$ cat src/rtl/inst_queue_decoder.sv
// inst_queue_decoder: circular instruction FIFO feeding a registered RV32I
// decoder with a valid/ready output stage, illegal-instruction flagging,
// x0-destination suppression and pipeline flush.
// Optional feature macro: DECODE_RV32M_EN. When it is defined, the RV32M
// multiply/divide encodings decode as RType ops. When it is not defined,
// those encodings are flagged as illegal.

`ifndef NULL
`define NULL 6'd32
`endif

module inst_queue_decoder #(
    parameter int DEPTH = 8,
    parameter int PTR_W = 3
) (
    input  logic              clk_in,
    input  logic              rst_in,
    input  logic              rdy_in,
    input  logic              flush_in,
    input  logic              fetch_valid,
    input  logic [31:0]       fetch_inst,
    input  logic [31:0]       fetch_pc,
    output logic              fetch_ready,
    input  logic              issue_ready,
    output logic              issue_valid,
    output logic [31:0]       issue_pc,
    output logic [5:0]        issue_op,
    output logic [2:0]        issue_type,
    output logic [5:0]        issue_rs1,
    output logic [5:0]        issue_rs2,
    output logic [5:0]        issue_rd,
    output logic [31:0]       issue_imm,
    output logic              issue_illegal,
    output logic [PTR_W:0]    count
);

    // Op codes
    localparam logic [5:0] OP_NOP   = 6'd0;
    localparam logic [5:0] OP_LUI   = 6'd1;
    localparam logic [5:0] OP_AUIPC = 6'd2;
    localparam logic [5:0] OP_JAL   = 6'd3;
    localparam logic [5:0] OP_JALR  = 6'd4;
    localparam logic [5:0] OP_BEQ   = 6'd5;
    localparam logic [5:0] OP_BNE   = 6'd6;
    localparam logic [5:0] OP_BLT   = 6'd7;
    localparam logic [5:0] OP_BGE   = 6'd8;
    localparam logic [5:0] OP_BLTU  = 6'd9;
    localparam logic [5:0] OP_BGEU  = 6'd10;
    localparam logic [5:0] OP_LB    = 6'd11;
    localparam logic [5:0] OP_LH    = 6'd12;
    localparam logic [5:0] OP_LW    = 6'd13;
    localparam logic [5:0] OP_LBU   = 6'd14;
    localparam logic [5:0] OP_LHU   = 6'd15;
    localparam logic [5:0] OP_SB    = 6'd16;
    localparam logic [5:0] OP_SH    = 6'd17;
    localparam logic [5:0] OP_SW    = 6'd18;
    localparam logic [5:0] OP_ADDI  = 6'd19;
    localparam logic [5:0] OP_SLTI  = 6'd20;
    localparam logic [5:0] OP_SLTIU = 6'd21;
    localparam logic [5:0] OP_XORI  = 6'd22;
    localparam logic [5:0] OP_ORI   = 6'd23;
    localparam logic [5:0] OP_ANDI  = 6'd24;
    localparam logic [5:0] OP_SLLI  = 6'd25;
    localparam logic [5:0] OP_SRLI  = 6'd26;
    localparam logic [5:0] OP_SRAI  = 6'd27;
    localparam logic [5:0] OP_ADD   = 6'd28;
    localparam logic [5:0] OP_SUB   = 6'd29;
    localparam logic [5:0] OP_SLL   = 6'd30;
    localparam logic [5:0] OP_SLT   = 6'd31;
    localparam logic [5:0] OP_SLTU  = 6'd32;
    localparam logic [5:0] OP_XOR   = 6'd33;
    localparam logic [5:0] OP_SRL   = 6'd34;
    localparam logic [5:0] OP_SRA   = 6'd35;
    localparam logic [5:0] OP_OR    = 6'd36;
    localparam logic [5:0] OP_AND   = 6'd37;
`ifdef DECODE_RV32M_EN
    localparam logic [5:0] OP_MUL    = 6'd38;
    localparam logic [5:0] OP_MULH   = 6'd39;
    localparam logic [5:0] OP_MULHSU = 6'd40;
    localparam logic [5:0] OP_MULHU  = 6'd41;
    localparam logic [5:0] OP_DIV    = 6'd42;
    localparam logic [5:0] OP_DIVU   = 6'd43;
    localparam logic [5:0] OP_REM    = 6'd44;
    localparam logic [5:0] OP_REMU   = 6'd45;
`endif

    // Op classes (0 is reserved for illegal/none)
    localparam logic [2:0] T_NONE = 3'd0;
    localparam logic [2:0] T_I    = 3'd1;
    localparam logic [2:0] T_L    = 3'd2;
    localparam logic [2:0] T_S    = 3'd3;
    localparam logic [2:0] T_B    = 3'd4;
    localparam logic [2:0] T_U    = 3'd5;
    localparam logic [2:0] T_J    = 3'd6;
    localparam logic [2:0] T_R    = 3'd7;

    localparam logic [PTR_W:0]   FULL_CNT = DEPTH[PTR_W:0];
    localparam logic [PTR_W:0]   CNT_ONE  = {{PTR_W{1'b0}}, 1'b1};
    localparam logic [PTR_W-1:0] PTR_ONE  = {{(PTR_W-1){1'b0}}, 1'b1};

    typedef struct packed {
        logic [5:0]  op;
        logic [2:0]  typ;
        logic [5:0]  rs1;
        logic [5:0]  rs2;
        logic [5:0]  rd;
        logic [31:0] imm;
        logic        illegal;
    } dec_t;

    // Full RV32I(+M) decode of one instruction word; illegal words yield all-default fields.
    function automatic dec_t decode(input logic [31:0] inst);
        dec_t       d;
        logic [2:0] f3;
        logic [6:0] f7;
        logic       bad;
        f3        = inst[14:12];
        f7        = inst[31:25];
        bad       = 1'b0;
        d.op      = OP_NOP;
        d.typ     = T_NONE;
        d.rs1     = `NULL;
        d.rs2     = `NULL;
        d.rd      = `NULL;
        d.imm     = 32'd0;
        d.illegal = 1'b0;
        case (inst[6:0])
            7'b0110111: begin d.op = OP_LUI;   d.typ = T_U; end
            7'b0010111: begin d.op = OP_AUIPC; d.typ = T_U; end
            7'b1101111: begin d.op = OP_JAL;   d.typ = T_J; end
            7'b1100111: begin d.op = OP_JALR;  d.typ = T_I; bad = (f3 != 3'b000); end
            7'b1100011: begin
                d.typ = T_B;
                case (f3)
                    3'b000:  d.op = OP_BEQ;
                    3'b001:  d.op = OP_BNE;
                    3'b100:  d.op = OP_BLT;
                    3'b101:  d.op = OP_BGE;
                    3'b110:  d.op = OP_BLTU;
                    3'b111:  d.op = OP_BGEU;
                    default: bad = 1'b1;
                endcase
            end
            7'b0000011: begin
                d.typ = T_L;
                case (f3)
                    3'b000:  d.op = OP_LB;
                    3'b001:  d.op = OP_LH;
                    3'b010:  d.op = OP_LW;
                    3'b100:  d.op = OP_LBU;
                    3'b101:  d.op = OP_LHU;
                    default: bad = 1'b1;
                endcase
            end
            7'b0100011: begin
                d.typ = T_S;
                case (f3)
                    3'b000:  d.op = OP_SB;
                    3'b001:  d.op = OP_SH;
                    3'b010:  d.op = OP_SW;
                    default: bad = 1'b1;
                endcase
            end
            7'b0010011: begin
                d.typ = T_I;
                case (f3)
                    3'b000:  d.op = OP_ADDI;
                    3'b010:  d.op = OP_SLTI;
                    3'b011:  d.op = OP_SLTIU;
                    3'b100:  d.op = OP_XORI;
                    3'b110:  d.op = OP_ORI;
                    3'b111:  d.op = OP_ANDI;
                    3'b001:  begin d.op = OP_SLLI; bad = (f7 != 7'b0000000); end
                    3'b101: begin
                        if (f7 == 7'b0000000) begin
                            d.op = OP_SRLI;
                        end else if (f7 == 7'b0100000) begin
                            d.op = OP_SRAI;
                        end else begin
                            bad = 1'b1;
                        end
                    end
                    default: bad = 1'b1;
                endcase
            end
            7'b0110011: begin
                d.typ = T_R;
                if (f7 == 7'b0000000) begin
                    case (f3)
                        3'b000:  d.op = OP_ADD;
                        3'b001:  d.op = OP_SLL;
                        3'b010:  d.op = OP_SLT;
                        3'b011:  d.op = OP_SLTU;
                        3'b100:  d.op = OP_XOR;
                        3'b101:  d.op = OP_SRL;
                        3'b110:  d.op = OP_OR;
                        3'b111:  d.op = OP_AND;
                        default: bad = 1'b1;
                    endcase
                end else if (f7 == 7'b0100000) begin
                    case (f3)
                        3'b000:  d.op = OP_SUB;
                        3'b101:  d.op = OP_SRA;
                        default: bad = 1'b1;
                    endcase
                end else if (f7 == 7'b0000001) begin
`ifdef DECODE_RV32M_EN
                    case (f3)
                        3'b000:  d.op = OP_MUL;
                        3'b001:  d.op = OP_MULH;
                        3'b010:  d.op = OP_MULHSU;
                        3'b011:  d.op = OP_MULHU;
                        3'b100:  d.op = OP_DIV;
                        3'b101:  d.op = OP_DIVU;
                        3'b110:  d.op = OP_REM;
                        3'b111:  d.op = OP_REMU;
                        default: bad = 1'b1;
                    endcase
`else
                    bad = 1'b1;
`endif
                end else begin
                    bad = 1'b1;
                end
            end
            default: bad = 1'b1;
        endcase

        // Register fields the format actually uses; the rest stay `NULL.
        case (d.typ)
            T_I, T_L: begin d.rs1 = {1'b0, inst[19:15]}; d.rd = {1'b0, inst[11:7]}; end
            T_S, T_B: begin d.rs1 = {1'b0, inst[19:15]}; d.rs2 = {1'b0, inst[24:20]}; end
            T_U, T_J: d.rd = {1'b0, inst[11:7]};
            T_R: begin
                d.rs1 = {1'b0, inst[19:15]};
                d.rs2 = {1'b0, inst[24:20]};
                d.rd  = {1'b0, inst[11:7]};
            end
            default: d.rd = `NULL;
        endcase

        // Immediate per format; shift-immediates carry a zero-extended shamt.
        case (d.typ)
            T_I, T_L: begin
                if ((d.op == OP_SLLI) || (d.op == OP_SRLI) || (d.op == OP_SRAI)) begin
                    d.imm = {27'd0, inst[24:20]};
                end else begin
                    d.imm = {{20{inst[31]}}, inst[31:20]};
                end
            end
            T_S:     d.imm = {{20{inst[31]}}, inst[31:25], inst[11:7]};
            T_B:     d.imm = {{19{inst[31]}}, inst[31], inst[7], inst[30:25], inst[11:8], 1'b0};
            T_U:     d.imm = {inst[31:12], 12'd0};
            T_J:     d.imm = {{11{inst[31]}}, inst[31], inst[19:12], inst[20], inst[30:21], 1'b0};
            default: d.imm = 32'd0;
        endcase

        // Writes to x0 are architecturally dead, so the destination is suppressed.
        if (d.rd == 6'd0) begin
            d.rd = `NULL;
        end else begin
            d.rd = d.rd;
        end

        // An illegal word must not leak partially decoded fields.
        if (bad) begin
            d.op  = OP_NOP;
            d.typ = T_NONE;
            d.rs1 = `NULL;
            d.rs2 = `NULL;
            d.rd  = `NULL;
            d.imm = 32'd0;
        end else begin
            d.op = d.op;
        end
        d.illegal = bad;
        return d;
    endfunction

    logic [63:0]      mem_q [DEPTH];
    logic [PTR_W-1:0] wr_ptr_q, wr_ptr_d;
    logic [PTR_W-1:0] rd_ptr_q, rd_ptr_d;
    logic [PTR_W:0]   count_q, count_d;
    logic             valid_q, valid_d;
    logic [31:0]      pc_q, pc_d;
    dec_t             out_q, out_d;
    dec_t             head_dec_s;
    logic [63:0]      head_s;
    logic             full_s;
    logic             push_s;
    logic             load_s;

    assign full_s     = (count_q == FULL_CNT);
    assign head_s     = mem_q[rd_ptr_q];
    assign head_dec_s = decode(head_s[31:0]);
    // A pop never frees space for a same-cycle push: push looks only at the current count.
    assign push_s     = rdy_in & ~flush_in & fetch_valid & ~full_s;
    assign load_s     = rdy_in & ~flush_in & (count_q != '0) & (~valid_q | issue_ready);

    // FIFO storage write; contents need no reset because pointers define occupancy.
    always_ff @(posedge clk_in) begin
        if (push_s) begin
            mem_q[wr_ptr_q] <= {fetch_pc, fetch_inst};
        end
    end

    // Next-state for pointers, occupancy and output register (flush wins over push/pop/load).
    always_comb begin
        wr_ptr_d = wr_ptr_q;
        rd_ptr_d = rd_ptr_q;
        count_d  = count_q;
        valid_d  = valid_q;
        pc_d     = pc_q;
        out_d    = out_q;
        if (rdy_in && flush_in) begin
            wr_ptr_d = '0;
            rd_ptr_d = '0;
            count_d  = '0;
            valid_d  = 1'b0;
        end else if (rdy_in) begin
            if (push_s) begin
                wr_ptr_d = wr_ptr_q + PTR_ONE;
            end else begin
                wr_ptr_d = wr_ptr_q;
            end
            if (load_s) begin
                rd_ptr_d = rd_ptr_q + PTR_ONE;
                valid_d  = 1'b1;
                pc_d     = head_s[63:32];
                out_d    = head_dec_s;
            end else if (issue_ready) begin
                valid_d  = 1'b0;
            end else begin
                valid_d  = valid_q;
            end
            case ({push_s, load_s})
                2'b10:   count_d = count_q + CNT_ONE;
                2'b01:   count_d = count_q - CNT_ONE;
                default: count_d = count_q;
            endcase
        end else begin
            valid_d = valid_q;
        end
    end

    // State register with asynchronous active-high reset.
    always_ff @(posedge clk_in or posedge rst_in) begin
        if (rst_in) begin
            wr_ptr_q      <= '0;
            rd_ptr_q      <= '0;
            count_q       <= '0;
            valid_q       <= 1'b0;
            pc_q          <= 32'd0;
            out_q.op      <= OP_NOP;
            out_q.typ     <= T_NONE;
            out_q.rs1     <= `NULL;
            out_q.rs2     <= `NULL;
            out_q.rd      <= `NULL;
            out_q.imm     <= 32'd0;
            out_q.illegal <= 1'b0;
        end else begin
            wr_ptr_q <= wr_ptr_d;
            rd_ptr_q <= rd_ptr_d;
            count_q  <= count_d;
            valid_q  <= valid_d;
            pc_q     <= pc_d;
            out_q    <= out_d;
        end
    end

    assign fetch_ready   = ~full_s;
    assign count         = count_q;
    assign issue_valid   = valid_q;
    assign issue_pc      = pc_q;
    assign issue_op      = out_q.op;
    assign issue_type    = out_q.typ;
    assign issue_rs1     = out_q.rs1;
    assign issue_rs2     = out_q.rs2;
    assign issue_rd      = out_q.rd;
    assign issue_imm     = out_q.imm;
    assign issue_illegal = out_q.illegal;

endmodule

$ cat config.mk
export PLATFORM = sky130hd
export DESIGN_NAME = inst_queue_decoder
export DESIGN_NICKNAME = d
export VERILOG_FILES = /design/src/rtl/inst_queue_decoder.sv
export SDC_FILE = /design/constraint.sdc
export NUM_CORES = 1
export LEC_CHECK = 0
export BUFFER_PORTS_ARGS = -buffer_cell sky130_fd_sc_hd__buf_2
export CORE_UTILIZATION = 60
export DETAILED_ROUTE_END_ITERATION = 7
export PLACE_DENSITY = 0.89
export SETUP_SLACK_MARGIN = 0.15
export SLEW_MARGIN = 20
export SYNTH_ARGS = -nofsm -noshare
export SYNTH_HDL_FRONTEND = slang
export SYNTH_SLANG_ARGS = --single-unit
$ cat constraint.sdc
create_clock -name clk_in -period 6.7 [get_ports clk_in]
set_input_delay 0.67 -clock clk_in [delete_from_list [all_inputs] [get_ports clk_in]]
set_output_delay 0.67 -clock clk_in [all_outputs]
set_load 0.02 [all_outputs]
==> impl_results.md <==
* Final worst setup slack at 1.808 ns
* Final setup viols at 0
* Yosys top cell area share at 0.6244
* Post-Syn Instances at 1,358
* Ports at 168
* Crit. End Element: register
* Yosys warns at 0
* Fmax at 204.4 MHz
* Fin crit share at 0.7301
* Num rows at 73
* Post-synth EDFFs at 512
* Total number of vias at 13,810
* Data arrival time of the critical path at 5.35 ns
* Drt pass-1 iters at 6
* Fraction of layout cells with a size suffix above 1 at 0.2998
* Via density at 6.504
* Initial core utilization at 0.6141
* Critical path type: reg2reg
* Cell with the most instances after synthesis: edfxtp_1
* Hold_buf cts at 0
* Worst Tran Pin Value at 1.160 ns
* Setup Slack @ Placement at 1.972 ns
* Overall Global Routing Usage at 0.2836
* Number of global-route vias before repair at 13,860
* Die height at 204.6 µm
* Layout area overhead at 14.04%
* Seq cells post-synth at 615
* Die area at 41,850 µm²
* Largest area contributor in the netlist: edfxtp_1
* H-tree Lvls at 2
* Slew headroom at 0.2266
* Slew Limit Fails at 0
* Final hold vios at 0
* Port bufs at 167
* DR WL/cell at 27.36 µm
* Netlist cell types at 78
* Clock Pin Slew Worst Setup and Hold Paths at 0.07 ns
* Post-Syn Area per Cell at 18.13 µm²
* DRC viols at 0
* Worst Path Required at 7.16 ns
* Post-synth top cells: edfxtp_1, mux4_2, nand2_1, dfrtp_1, o21ai_0
* Largest net degree at the start of global routing at 74
* Seq/Total Area, Yosys at 0.7293
* Setup TNS at 0 ns
* Dpl hpwl at 32.21 mm
* Layout Nets at 1,620
* Top area cells in the synthesized netlist: edfxtp_1, mux4_2, dfrtp_1
* Hold WC Path Type: in2async
* PwrDens at 374.0 nW/µm²
* Status: complete, no violations
* Clock Sinks at 615
* Worst setup SP type: register
* Chip width at 204.6 µm
* GPL Wtd Cong at 0.9084
* Number of buffers created by CTS at 58
* Mapped Nets at 1,437
* Grt ovf at 0
* # fillers at 2,387
* Mapped Area at 24,620 µm²
* Post-synth ARST share at 0.1675
* Final wirelength at 58.08 mm
* Period minus WS final at 4.892 ns
* DRT antenna net count at 0
* Setup Skew at 0.02648 ns
* Root buffer cell: clkbuf_16
* First-pass GRT wire length at 85.91 mm
* Worst vdd ir at 0.2698 mV
* RSZ-0062 raised after global routing: false
* Initial antenna violation count at 8
* P_leak at 9.761 nW
* Core ar. at 40,100 µm²
* Setup Fix Bufs, Post-CTS at 0
* CTS resizes at 0
* Post-synth top flop: edfxtp_1
* Clock buffer depth at 3
* Max Fanout on Critical Path at 54
* Clock Latency Late Sink at 0.63 ns
* DRT iter0 DRCs at 1,422
* TritonCTS clock tree: done
* Number of max-cap violations at 0
[critical path, cell delays in order (launching register included)]
cell and delay (ns):
dfrtp_4 1.03, buf_4 0.45, mux2_2 0.40, or3_1 0.36, o311a_1 0.15, nand4bb_1 0.52, o311ai_0 0.69, a32o_1 0.30
nor4_4 0.09, o2111ai_2 0.57, nand2_1 0.11
[power breakdown]
group	switching [W]	total [W]	leakage, nW	internal, W
Sequential	0.000255	0.00462	5.97	0.00437
Combinational	0.00150	0.00253	2.84	0.00102
Clock	0.00143	0.00335	0.954	0.00192
[cells by family after synthesis]
| logic type | count (synthesis) | share of synthesized area |
|---|---|---|
| buffers and inverters | 90 | 0.01621 |
| adder cells (fa/ha/maj) | 9 | 0.004878 |
| AND/OR/NAND/NOR | 227 | 0.04248 |
| multiplexers | 207 | 0.1474 |
| flip-flops | 615 | 0.7293 |
| AO/OA/AOI/OAI | 207 | 0.05869 |
| XOR/XNOR | 3 | 0.001067 |
[path summary, 6_finish.rpt]
kind | startpoint | slack [ns] | cells past startpoint | to
hold / removal | rst_in | 0.11 | 2 | issue_pc[2]
min in group clk_in | fetch_inst[21] | 0.31 | 1 | mem_q[5][21]
setup / recovery | rd_ptr_q[0] | 1.81 | 10 | issue_imm[25]
max in group asynchronous | rst_in | 5.16 | 3 | rd_ptr_q[0]
hold reg to reg | issue_op[3] | 0.47 | 2 | issue_op[3]
setup reg to reg | rd_ptr_q[0] | 1.81 | 10 | issue_imm[25]
[through the flow]
step	utilization	hold slack (ns)	area, µm²	power [W]	std cells
6_report	0.7003	0.1057	28080	0.01050	2123
5_1_grt	0.7002	0.1362	28080	0.01086	2122
4_1_cts	0.6991	0.1156	28030	0.01051	2115
3_5_place_dp	0.6498	0.4624	26060	0.007148	2005
3_3_place_gp	0.6497	0.4567	26050	0.007078	2005
2_1_floorplan	-	0.5296	24620	0.006447	1358
[cell type report]
cell class	count	area, µm²	share of cell area
sequential	615	17970	0.6399
multi-input combinational	653	6335	0.2256
clock buffer	66	1533	0.05459
timing repair buffer	192	1044	0.03716
tap	525	656.9	0.02339
clock inverter	44	444.2	0.01582
inverter	21	81.33	0.002896
antenna	7	17.52	0.0006239
[layout by cell type (no fill, tap or decap), types with 14 or more instances in the layout]
cell | Yosys | routed
edfxtp_1 | 512 | 512
buf_2 | 13 | 167
mux4_2 | 118 | 118
nand2_1 | 117 | 117
dfrtp_1 | 100 | 97
o21ai_0 | 74 | 74
clkbuf_16 | 0 | 59
mux2i_1 | 50 | 50
nor2_1 | 46 | 40
mux2_2 | 35 | 35
buf_4 | 5 | 24
a22o_1 | 21 | 21
inv_1 | 20 | 19
a21oi_1 | 18 | 18
a22oi_1 | 14 | 14
[per-layer routing]
| layer | GRT usage | routed length [µm] | vias to the layer above |
|---|---|---|---|
| met3 | 0.04057 | 4773 | 131 |
| met1 | 0.3842 | 21960 | 7043 |
| li1 | - | - | 5820 |
| met5 | 0 | 23 | - |
| met4 | 0.1245 | 1933 | 4 |
| met2 | 0.4639 | 29380 | 811 |
[sequential cells by signal, indices dropped and copies added, names as in the netlist, 3 cells and up]
register    cells
issue_rs2       6
wr_ptr_q        3
issue_imm      32
issue_pc       32
issue_op        6
rd_ptr_q        3
mem_q         512
issue_rs1       6
issue_type      3
count           4
issue_rd        6
Note: power is estimated with default switching activity, not from simulation.
